[src/rtl/mips_control_unit_if.sv]
// Control-unit bus: instruction and zero flag in, datapath controls out.
// master = instruction source / datapath, slave = control unit.
interface mips_control_unit_if;
  logic [31:0] Instruction;
  logic        Zero;
  logic        RegDst;
  logic [1:0]  ALUOp;
  logic        ALUZero;
  logic        ALUSrc;
  logic        Branch;
  logic        MemRead;
  logic        MemWrite;
  logic        MemtoReg;
  logic        RegWrite;
  logic        PCSrc;
  logic [5:0]  ALUControl;
  logic        Debug;

  modport master (
    output Instruction, Zero,
    input  RegDst, ALUOp, ALUZero, ALUSrc,
    input  Branch, MemRead, MemWrite,
    input  MemtoReg, RegWrite, PCSrc,
    input  ALUControl, Debug
  );

  modport slave (
    input  Instruction, Zero,
    output RegDst, ALUOp, ALUZero, ALUSrc,
    output Branch, MemRead, MemWrite,
    output MemtoReg, RegWrite, PCSrc,
    output ALUControl, Debug
  );
endinterface

[src/rtl/mips_control_unit.sv]
// MIPS main control: registered decode, ALU function code, branch select.
// Ports: Clk, Rst (async active-low), bus (slave side of control bus).
module mips_control_unit (
  input  logic Clk,
  input  logic Rst,
  mips_control_unit_if.slave bus
);

  localparam logic [5:0] OP_RTYPE = 6'b000000;
  localparam logic [5:0] OP_ADDI  = 6'b001000;
  localparam logic [5:0] OP_SLTI  = 6'b001010;
  localparam logic [5:0] OP_ANDI  = 6'b001100;
  localparam logic [5:0] OP_ORI   = 6'b001101;
  localparam logic [5:0] OP_XORI  = 6'b001110;
  localparam logic [5:0] OP_LW    = 6'b100011;
  localparam logic [5:0] OP_SW    = 6'b101011;
  localparam logic [5:0] OP_BEQ   = 6'b000100;
  localparam logic [5:0] OP_BNE   = 6'b000101;

  localparam logic [5:0] FN_ADD = 6'b100000;
  localparam logic [5:0] FN_SUB = 6'b100010;
  localparam logic [5:0] FN_AND = 6'b100100;
  localparam logic [5:0] FN_OR  = 6'b100101;
  localparam logic [5:0] FN_XOR = 6'b100110;
  localparam logic [5:0] FN_SLT = 6'b101010;

  typedef struct packed {
    logic       reg_dst;
    logic [1:0] alu_op;
    logic       alu_zero;
    logic       alu_src;
    logic       branch;
    logic       mem_read;
    logic       mem_write;
    logic       mem_to_reg;
    logic       reg_write;
    logic       debug;
    logic [5:0] opcode;
    logic [5:0] funct;
  } ctrl_t;

  ctrl_t      ctrl_d;
  ctrl_t      ctrl_q;
  logic [5:0] op;
  logic [5:0] alu_ctrl;
  logic       is_bne;
  logic       unused_instr;

  assign op           = bus.Instruction[31:26];
  assign unused_instr = ^bus.Instruction[25:6];

  always_comb begin
    ctrl_d        = '0;
    ctrl_d.opcode = op;
    ctrl_d.funct  = bus.Instruction[5:0];
    unique case (1'b1)
      (op == OP_RTYPE): begin
        ctrl_d.reg_dst   = 1'b1;
        ctrl_d.reg_write = 1'b1;
        ctrl_d.alu_op    = 2'b00;
      end
      (op == OP_ADDI || op == OP_SLTI): begin
        ctrl_d.alu_src   = 1'b1;
        ctrl_d.reg_write = 1'b1;
        ctrl_d.alu_op    = 2'b01;
      end
      (op == OP_ANDI || op == OP_ORI ||
       op == OP_XORI): begin
        ctrl_d.alu_src   = 1'b1;
        ctrl_d.alu_zero  = 1'b1;
        ctrl_d.reg_write = 1'b1;
        ctrl_d.alu_op    = 2'b01;
      end
      (op == OP_LW): begin
        ctrl_d.alu_src    = 1'b1;
        ctrl_d.mem_read   = 1'b1;
        ctrl_d.mem_to_reg = 1'b1;
        ctrl_d.reg_write  = 1'b1;
        ctrl_d.alu_op     = 2'b01;
      end
      (op == OP_SW): begin
        ctrl_d.alu_src   = 1'b1;
        ctrl_d.mem_write = 1'b1;
        ctrl_d.alu_op    = 2'b01;
      end
      (op == OP_BEQ || op == OP_BNE): begin
        ctrl_d.branch = 1'b1;
        ctrl_d.alu_op = 2'b10;
      end
      default: begin
        // unsupported opcode: flag it, datapath sees a NOP
        ctrl_d.debug = 1'b1;
      end
    endcase
  end

  always_ff @(posedge Clk or negedge Rst) begin
    if (!Rst) begin
      ctrl_q <= '0;
    end else begin
      ctrl_q <= ctrl_d;
    end
  end

  always_comb begin
    alu_ctrl = 6'b000000;
    unique case (ctrl_q.alu_op)
      2'b00: alu_ctrl = ctrl_q.funct;
      2'b01: begin
        unique case (1'b1)
          (ctrl_q.opcode == OP_ANDI): alu_ctrl = FN_AND;
          (ctrl_q.opcode == OP_ORI):  alu_ctrl = FN_OR;
          (ctrl_q.opcode == OP_XORI): alu_ctrl = FN_XOR;
          (ctrl_q.opcode == OP_SLTI): alu_ctrl = FN_SLT;
          default:                    alu_ctrl = FN_ADD;
        endcase
      end
      2'b10: alu_ctrl = FN_SUB;
      default: alu_ctrl = 6'b000000;
    endcase
  end

  // bne takes the branch on a non-zero compare; Zero is used live
  assign is_bne    = (ctrl_q.opcode == OP_BNE);
  assign bus.PCSrc = ctrl_q.branch & (bus.Zero ^ is_bne);

  assign bus.RegDst     = ctrl_q.reg_dst;
  assign bus.ALUOp      = ctrl_q.alu_op;
  assign bus.ALUZero    = ctrl_q.alu_zero;
  assign bus.ALUSrc     = ctrl_q.alu_src;
  assign bus.Branch     = ctrl_q.branch;
  assign bus.MemRead    = ctrl_q.mem_read;
  assign bus.MemWrite   = ctrl_q.mem_write;
  assign bus.MemtoReg   = ctrl_q.mem_to_reg;
  assign bus.RegWrite   = ctrl_q.reg_write;
  assign bus.Debug      = ctrl_q.debug;
  assign bus.ALUControl = alu_ctrl;

endmodule

[src/flat_wrapper.sv]
// flat-port wrapper written by rule: the top's interface ports become plain ports
module mips_control_unit_flat 
  (Clk, Rst, bus_Instruction, bus_Zero, bus_RegDst, bus_ALUOp, bus_ALUZero, bus_ALUSrc, bus_Branch, bus_MemRead, bus_MemWrite, bus_MemtoReg, bus_RegWrite, bus_PCSrc, bus_ALUControl, bus_Debug);
  mips_control_unit_if bus_i ();
  input  logic Clk;
  input  logic Rst;
  input wire logic [$bits(bus_i.Instruction)-1:0] bus_Instruction;
  input wire logic [$bits(bus_i.Zero)-1:0] bus_Zero;
  output wire logic [$bits(bus_i.RegDst)-1:0] bus_RegDst;
  output wire logic [$bits(bus_i.ALUOp)-1:0] bus_ALUOp;
  output wire logic [$bits(bus_i.ALUZero)-1:0] bus_ALUZero;
  output wire logic [$bits(bus_i.ALUSrc)-1:0] bus_ALUSrc;
  output wire logic [$bits(bus_i.Branch)-1:0] bus_Branch;
  output wire logic [$bits(bus_i.MemRead)-1:0] bus_MemRead;
  output wire logic [$bits(bus_i.MemWrite)-1:0] bus_MemWrite;
  output wire logic [$bits(bus_i.MemtoReg)-1:0] bus_MemtoReg;
  output wire logic [$bits(bus_i.RegWrite)-1:0] bus_RegWrite;
  output wire logic [$bits(bus_i.PCSrc)-1:0] bus_PCSrc;
  output wire logic [$bits(bus_i.ALUControl)-1:0] bus_ALUControl;
  output wire logic [$bits(bus_i.Debug)-1:0] bus_Debug;
  assign bus_i.Instruction = bus_Instruction;
  assign bus_i.Zero = bus_Zero;
  assign bus_RegDst = bus_i.RegDst;
  assign bus_ALUOp = bus_i.ALUOp;
  assign bus_ALUZero = bus_i.ALUZero;
  assign bus_ALUSrc = bus_i.ALUSrc;
  assign bus_Branch = bus_i.Branch;
  assign bus_MemRead = bus_i.MemRead;
  assign bus_MemWrite = bus_i.MemWrite;
  assign bus_MemtoReg = bus_i.MemtoReg;
  assign bus_RegWrite = bus_i.RegWrite;
  assign bus_PCSrc = bus_i.PCSrc;
  assign bus_ALUControl = bus_i.ALUControl;
  assign bus_Debug = bus_i.Debug;
  mips_control_unit u_core (.Clk(Clk), .Rst(Rst), .bus(bus_i));
endmodule
[config.mk]
export PLATFORM = sky130hd
export DESIGN_NAME = mips_control_unit_flat
export DESIGN_NICKNAME = d
export VERILOG_FILES = /design/src/rtl/mips_control_unit_if.sv /design/src/rtl/mips_control_unit.sv /design/src/flat_wrapper.sv
export SDC_FILE = /design/constraint.sdc
export NUM_CORES = 1
export LEC_CHECK = 0
export BUFFER_PORTS_ARGS = -buffer_cell sky130_fd_sc_hd__buf_2
export CAP_MARGIN = 40
export CORE_MARGIN = 4
export CORE_UTILIZATION = 40
export CTS_BUF_LIST = sky130_fd_sc_hd__clkbuf_2
export DETAILED_ROUTE_END_ITERATION = 8
export GPL_TIMING_DRIVEN = 0
export PLACE_DENSITY = 0.71
export SLEW_MARGIN = 15
export SYNTH_ARGS = -nofsm -noshare
export SYNTH_HDL_FRONTEND = slang
export SYNTH_SLANG_ARGS = --single-unit
[constraint.sdc]
create_clock -name Clk -period 1.4 [get_ports Clk]
set_input_delay 0.07 -clock Clk [delete_from_list [all_inputs] [get_ports Clk]]
set_output_delay 0.07 -clock Clk [all_outputs]
set_load 0.05 [all_outputs]
# Word-level counts from Yosys, hierarchy flattened
# Cells that the tools add are included.
[word_totals]
ff_bits = 22
word_cells = 49
[op_classes]
mux = 11
n_eq_ne = 16
n_reduce_logical = 9
n_bitwise = 2
[ops]
columns = ["operator", "count"]
rows = [
  ["6-bit by 4-bit equality test with 1-bit output, second input constant", 9],
  ["6-bit by 3-bit equality test with 1-bit output, second input constant", 3],
  ["6-bit one-hot mux with 3 select lines", 1],
  ["4-bit one-hot mux with 4 select lines", 1],
  ["6-bit equality test, second input constant", 2],
  ["1-bit two-way mux", 8],
  ["4-bit OR reduction", 2],
  ["6-bit zero test", 1],
  ["6-bit OR reduction", 1],
  ["1-bit logical OR", 4],
  ["2-bit one-hot mux with 2 select lines", 1],
  ["2-bit by 1-bit equality test with 1-bit output, second input constant", 1],
  ["2-bit equality test, second input constant", 1],
  ["2-bit zero test", 1],
  ["1-bit bitwise AND", 1],
  ["1-bit XOR", 1],
]

# Logic depth before layout (Yosys ltp)
[logic_depth]
word_depth = 5
mapped_depth = 5
ltp_nobuf = 5

# Least setup slack after synthesis
# Ideal clock, no wire load.
[synth_timing]
kind = "register to output"
start = "register u_core.ctrl_q (netlist bit u_core.bus.ALUOp[0])"
end = "output port bus_ALUControl[3]"
arrival_time_ps = 2023
setup_slack_ps = -693
stages_incl_launch_ff = 5
path_buffers = 0
cell_sequence = "dfrtp_1 -> ha_1 -> and4bb_1 -> nand4bb_1 -> a21oi_1"
[synth_via]
elab_chain_len = 2
elab_cells_between_ends = 4
cone_classes = "2 x eq/ne; 1 x mux; 1 x reduce/logical"
[synth_rtl]
columns = ["element", "line_no", "source"]
rows = [
  ["from (decl)", "mips_control_unit.sv:43", "ctrl_t ctrl_q;"],
  ["from (signal assigned)", "mips_control_unit.sv:101", "ctrl_q <= ctrl_d;"],
  ["2-bit equality test (tied with other cells)", "mips_control_unit.sv:107", "unique case (ctrl_q.alu_op)"],
  ["6-bit one-hot mux with 3 select lines (*)", "mips_control_unit.sv:107", ""],
  ["to (decl)", "flat_wrapper.sv:19", "output wire logic [$bits(bus_i.ALUControl)-1:0] bus_ALUControl;"],
]
# Every way passes the cells marked *; elsewhere a longest branch is shown, timed or not.

# Worst setup path in the final report
[layout_timing]
start = "register u_core.ctrl_q[11] (netlist bit)"
end = "output port bus_PCSrc"
[layout_via]
elab_chain_len = 3
[layout_rtl]
columns = ["element", "line_no", "source"]
rows = [
  ["6-bit by 3-bit equality test with 1-bit output", "mips_control_unit.sv:124", "assign is_bne = (ctrl_q.opcode == OP_BNE);"],
  ["1-bit XOR", "mips_control_unit.sv:125", "assign bus.PCSrc = ctrl_q.branch & (bus.Zero ^ is_bne);"],
  ["1-bit bitwise AND", "mips_control_unit.sv:125", ""],
  ["to (decl)", "flat_wrapper.sv:18", "output wire logic [$bits(bus_i.PCSrc)-1:0] bus_PCSrc;"],
]
# No other way between the ends.

==> results.sh <==
export IMPL_status="finished with violations"
export IMPL_violations="setup timing"
export IMPL_synth_cell_types=27
export IMPL_finalPower_uw=1194
export IMPL_core_area_sq_um=2002
export IMPL_grt_overflow=0
export IMPL_hpwl_mm=1.404
export IMPL_numCtsBuffers=3
export IMPL_max_slew_worst_pin_slew_ps=455.7
export IMPL_p_leak_uw=0.0006671
export IMPL_fin_crit_sh=1.280
export IMPL_dp_cells=131
export IMPL_num_io_pins=53
export IMPL_initial_core_util=0.4312
export IMPL_numClockSinks=21
export IMPL_rsz0062_at_grt="yes"
export IMPL_cp_max_fo=2
export IMPL_drc=0
export IMPL_critPathArrivalTime_ps=1720
export IMPL_slew_violations=0
export IMPL_synth_simple_area_share=0.2000
export IMPL_grt_total_usage=0.1684
export IMPL_netlist_area_sq_um=863.3
export IMPL_place_area_sq_um=1124
export IMPL_dieArea_sq_um=2965
export IMPL_design_area_sq_um=1423
export IMPL_synth_xor_area_share=0
export IMPL_gp_congestion=0.7656
export IMPL_routed_via_density=5.131
export IMPL_maxCapViolations=0
export IMPL_critical_path_endpoint_type="output port"
export IMPL_min_period_ps=1792
export IMPL_ant_nets=0
export IMPL_hold_viol=0
export IMPL_syn_area_per_cell_sq_um=11.99
export IMPL_drt_initial_drc_count=7
export IMPL_wire_per_inst_microns=14.87
export IMPL_synth_top_area_cell="dfrtp_1"
export IMPL_grt_pass1_wl_mm=3.505
export IMPL_utilization=0.7106
export IMPL_synth_edf_count=0
export IMPL_syn_to_final_growth_pct=64.78
export IMPL_dr_total_vias=785
export IMPL_ys_seq_area_frac=0.6087
export IMPL_port_buffers=32
export IMPL_synth_top_family_by_area="simple AND/OR/NAND/NOR gates"
export IMPL_yosysWarnings=0
export IMPL_antenna_found_initial=0
export IMPL_stdcell_count=153
export IMPL_relSlewSlack=0.6962
export IMPL_synthCells=72
export IMPL_p_per_area_nw_per_um2=839.4
export IMPL_layout_nets=166
export IMPL_clk_root_buffer_cell="clkbuf_2"
export IMPL_crit_type="reg2out"
export IMPL_setup_viol=7
export IMPL_synth_top_area_frac=0.6087
export IMPL_die_y_microns=54.46
export IMPL_cts_tree="built"
export IMPL_ys_top_cells_by_count="dfrtp_1 (21), a21oi_1 (7), nor2_1 (5)"
export IMPL_max_freq_mhz=558.1
export IMPL_yosysMostFrequentCell="dfrtp_1"
export IMPL_n_antenna_cell=0
export IMPL_grt_max_degree=22
export IMPL_synthFlopType="dfrtp_1"
export IMPL_synth_fp_nets=111
export IMPL_drive_above_1_share=0.5079
export IMPL_drt_total_wl_mm=2.275
export IMPL_first_pass_iters=4
export IMPL_fin_ws_ps=-391.8
export IMPL_synth_compound_area_frac=0.08406
export IMPL_clockBufferDepth=2
export IMPL_die_w_microns=54.46
export IMPL_required_ps=1330
export IMPL_ir_drop_uv=721.8
export IMPL_async_reset_ff_frac=1.000
export IMPL_ys_ff_latch=21
export IMPL_synth_adder_area_share=0.05797
export IMPL_clkTransAtPathRegs_ps=190
export IMPL_critPathLaunchType="flip-flop"
export IMPL_hold_path_class="in2async"
export IMPL_muxShareOfSynthArea=0
export IMPL_core_rowCount=16
export IMPL_grt_pass1_vias=806
export IMPL_htree_levels=1
export IMPL_synthTopCellsByArea="dfrtp_1 (61%), ha_1 (5.8%), a21oi_1 (4.1%)"
[registers in the layout, summed over array words and instances (netlist names)]
name,flops
u_core.bus.Branch,1
u_core.ctrl_q,12
u_core.bus.ALUZero,1
u_core.bus.Debug,1
u_core.bus.RegWrite,1
u_core.bus.MemRead,1
u_core.bus.RegDst,1
u_core.bus.ALUOp,2
u_core.bus.MemWrite,1
[report_power, final]
group          internal (uW)  switching (uW)  total [uW]
Sequential               632            15.0         647
Combinational            126             173         300
Clock                   75.7             172         247
[layout by cell type (no fill, tap or decap), types with 2 or more instances in the layout]
cell type	Yosys	layout
a21oi_1	7	3
a21oi_4	0	4
buf_2	1	26
buf_4	3	7
buf_6	0	6
buf_8	0	2
clkbuf_2	0	4
dfrtp_1	21	20
dlygate4sd3_1	0	13
ha_4	0	2
inv_2	1	2
nand2_1	3	3
nand3b_1	3	3
nand4b_1	2	2
nor2_1	5	3
nor2_4	0	2
nor3_1	2	2
nor4_1	2	2
or3_4	0	2
[routing by layer]
metal | routed length (microns) | GRT usage | vias to the layer above
met1 | 863 | 0.1927 | 387
met2 | 1264 | 0.2948 | 28
met3 | 86 | 0.03270 | 6
met5 | 0 | 0 | -
met4 | 60 | 0.08714 | 0
li1 | - | - | 364
[critical path: stages, from the launching register on]
cell and delay (ps):
dfrtp_1 410, or3_4 380, or3_4 340, a21boi_4 130, buf_6 170
[stage by stage]
step                hold WS, ps  setup slack, ps  setup TNS, ps
floorplan                -225.6           -129.8         -460.9
global placement          36.71           -148.3         -603.5
detailed placement        43.95           -171.9         -700.7
CTS                       219.7           -412.1          -2003
global route              245.4           -504.6          -2822
finish                    211.0           -391.8          -2144
[logic make-up (layout without fill, tap and decap cells)]
| logic type | after synthesis | in the layout |
|---|---|---|
| flops | 21 | 21 |
| simple gates | 27 | 27 |
| buf+inv | 8 | 62 |
| compound gates | 12 | 12 |
| fa+ha+maj | 4 | 4 |
[final timing paths]
kind / slack [ps] / endpoint / from / depth (start not counted)
min in group Clk: 380 / u_core.ctrl_q[4] / bus_Instruction[4] / 2
max in group asynchronous: 860 / u_core.bus.ALUOp[0] / Rst / 2
hold / removal: 210 / u_core.bus.ALUZero / Rst / 2
setup / recovery: -390 / bus_PCSrc / u_core.ctrl_q[11] / 4
[what timing repair did]
| item | in CTS | in global routing |
|---|---|---|
| gates cloned | 0 | 0 |
| endpoints found under the setup margin | 7 | 8 |
| hold endpoints to repair | 35 | 0 |
| setup buffers | 3 | 2 |
| pin swaps | 4 | 5 |
| gates resized for setup | 26 | 5 |
| hold buffers | 13 | 0 |
[layout make-up]
cell class | count | area [sq um]
fill | 142 | 579.3
clock buffer | 4 | 20.02
buffer | 4 | 27.53
tap | 27 | 33.78
multi-input combinational | 43 | 414.1
sequential | 21 | 526.8
inverter | 4 | 17.52
timing repair buffer | 50 | 382.9
(Power assumes the default switching activity.)
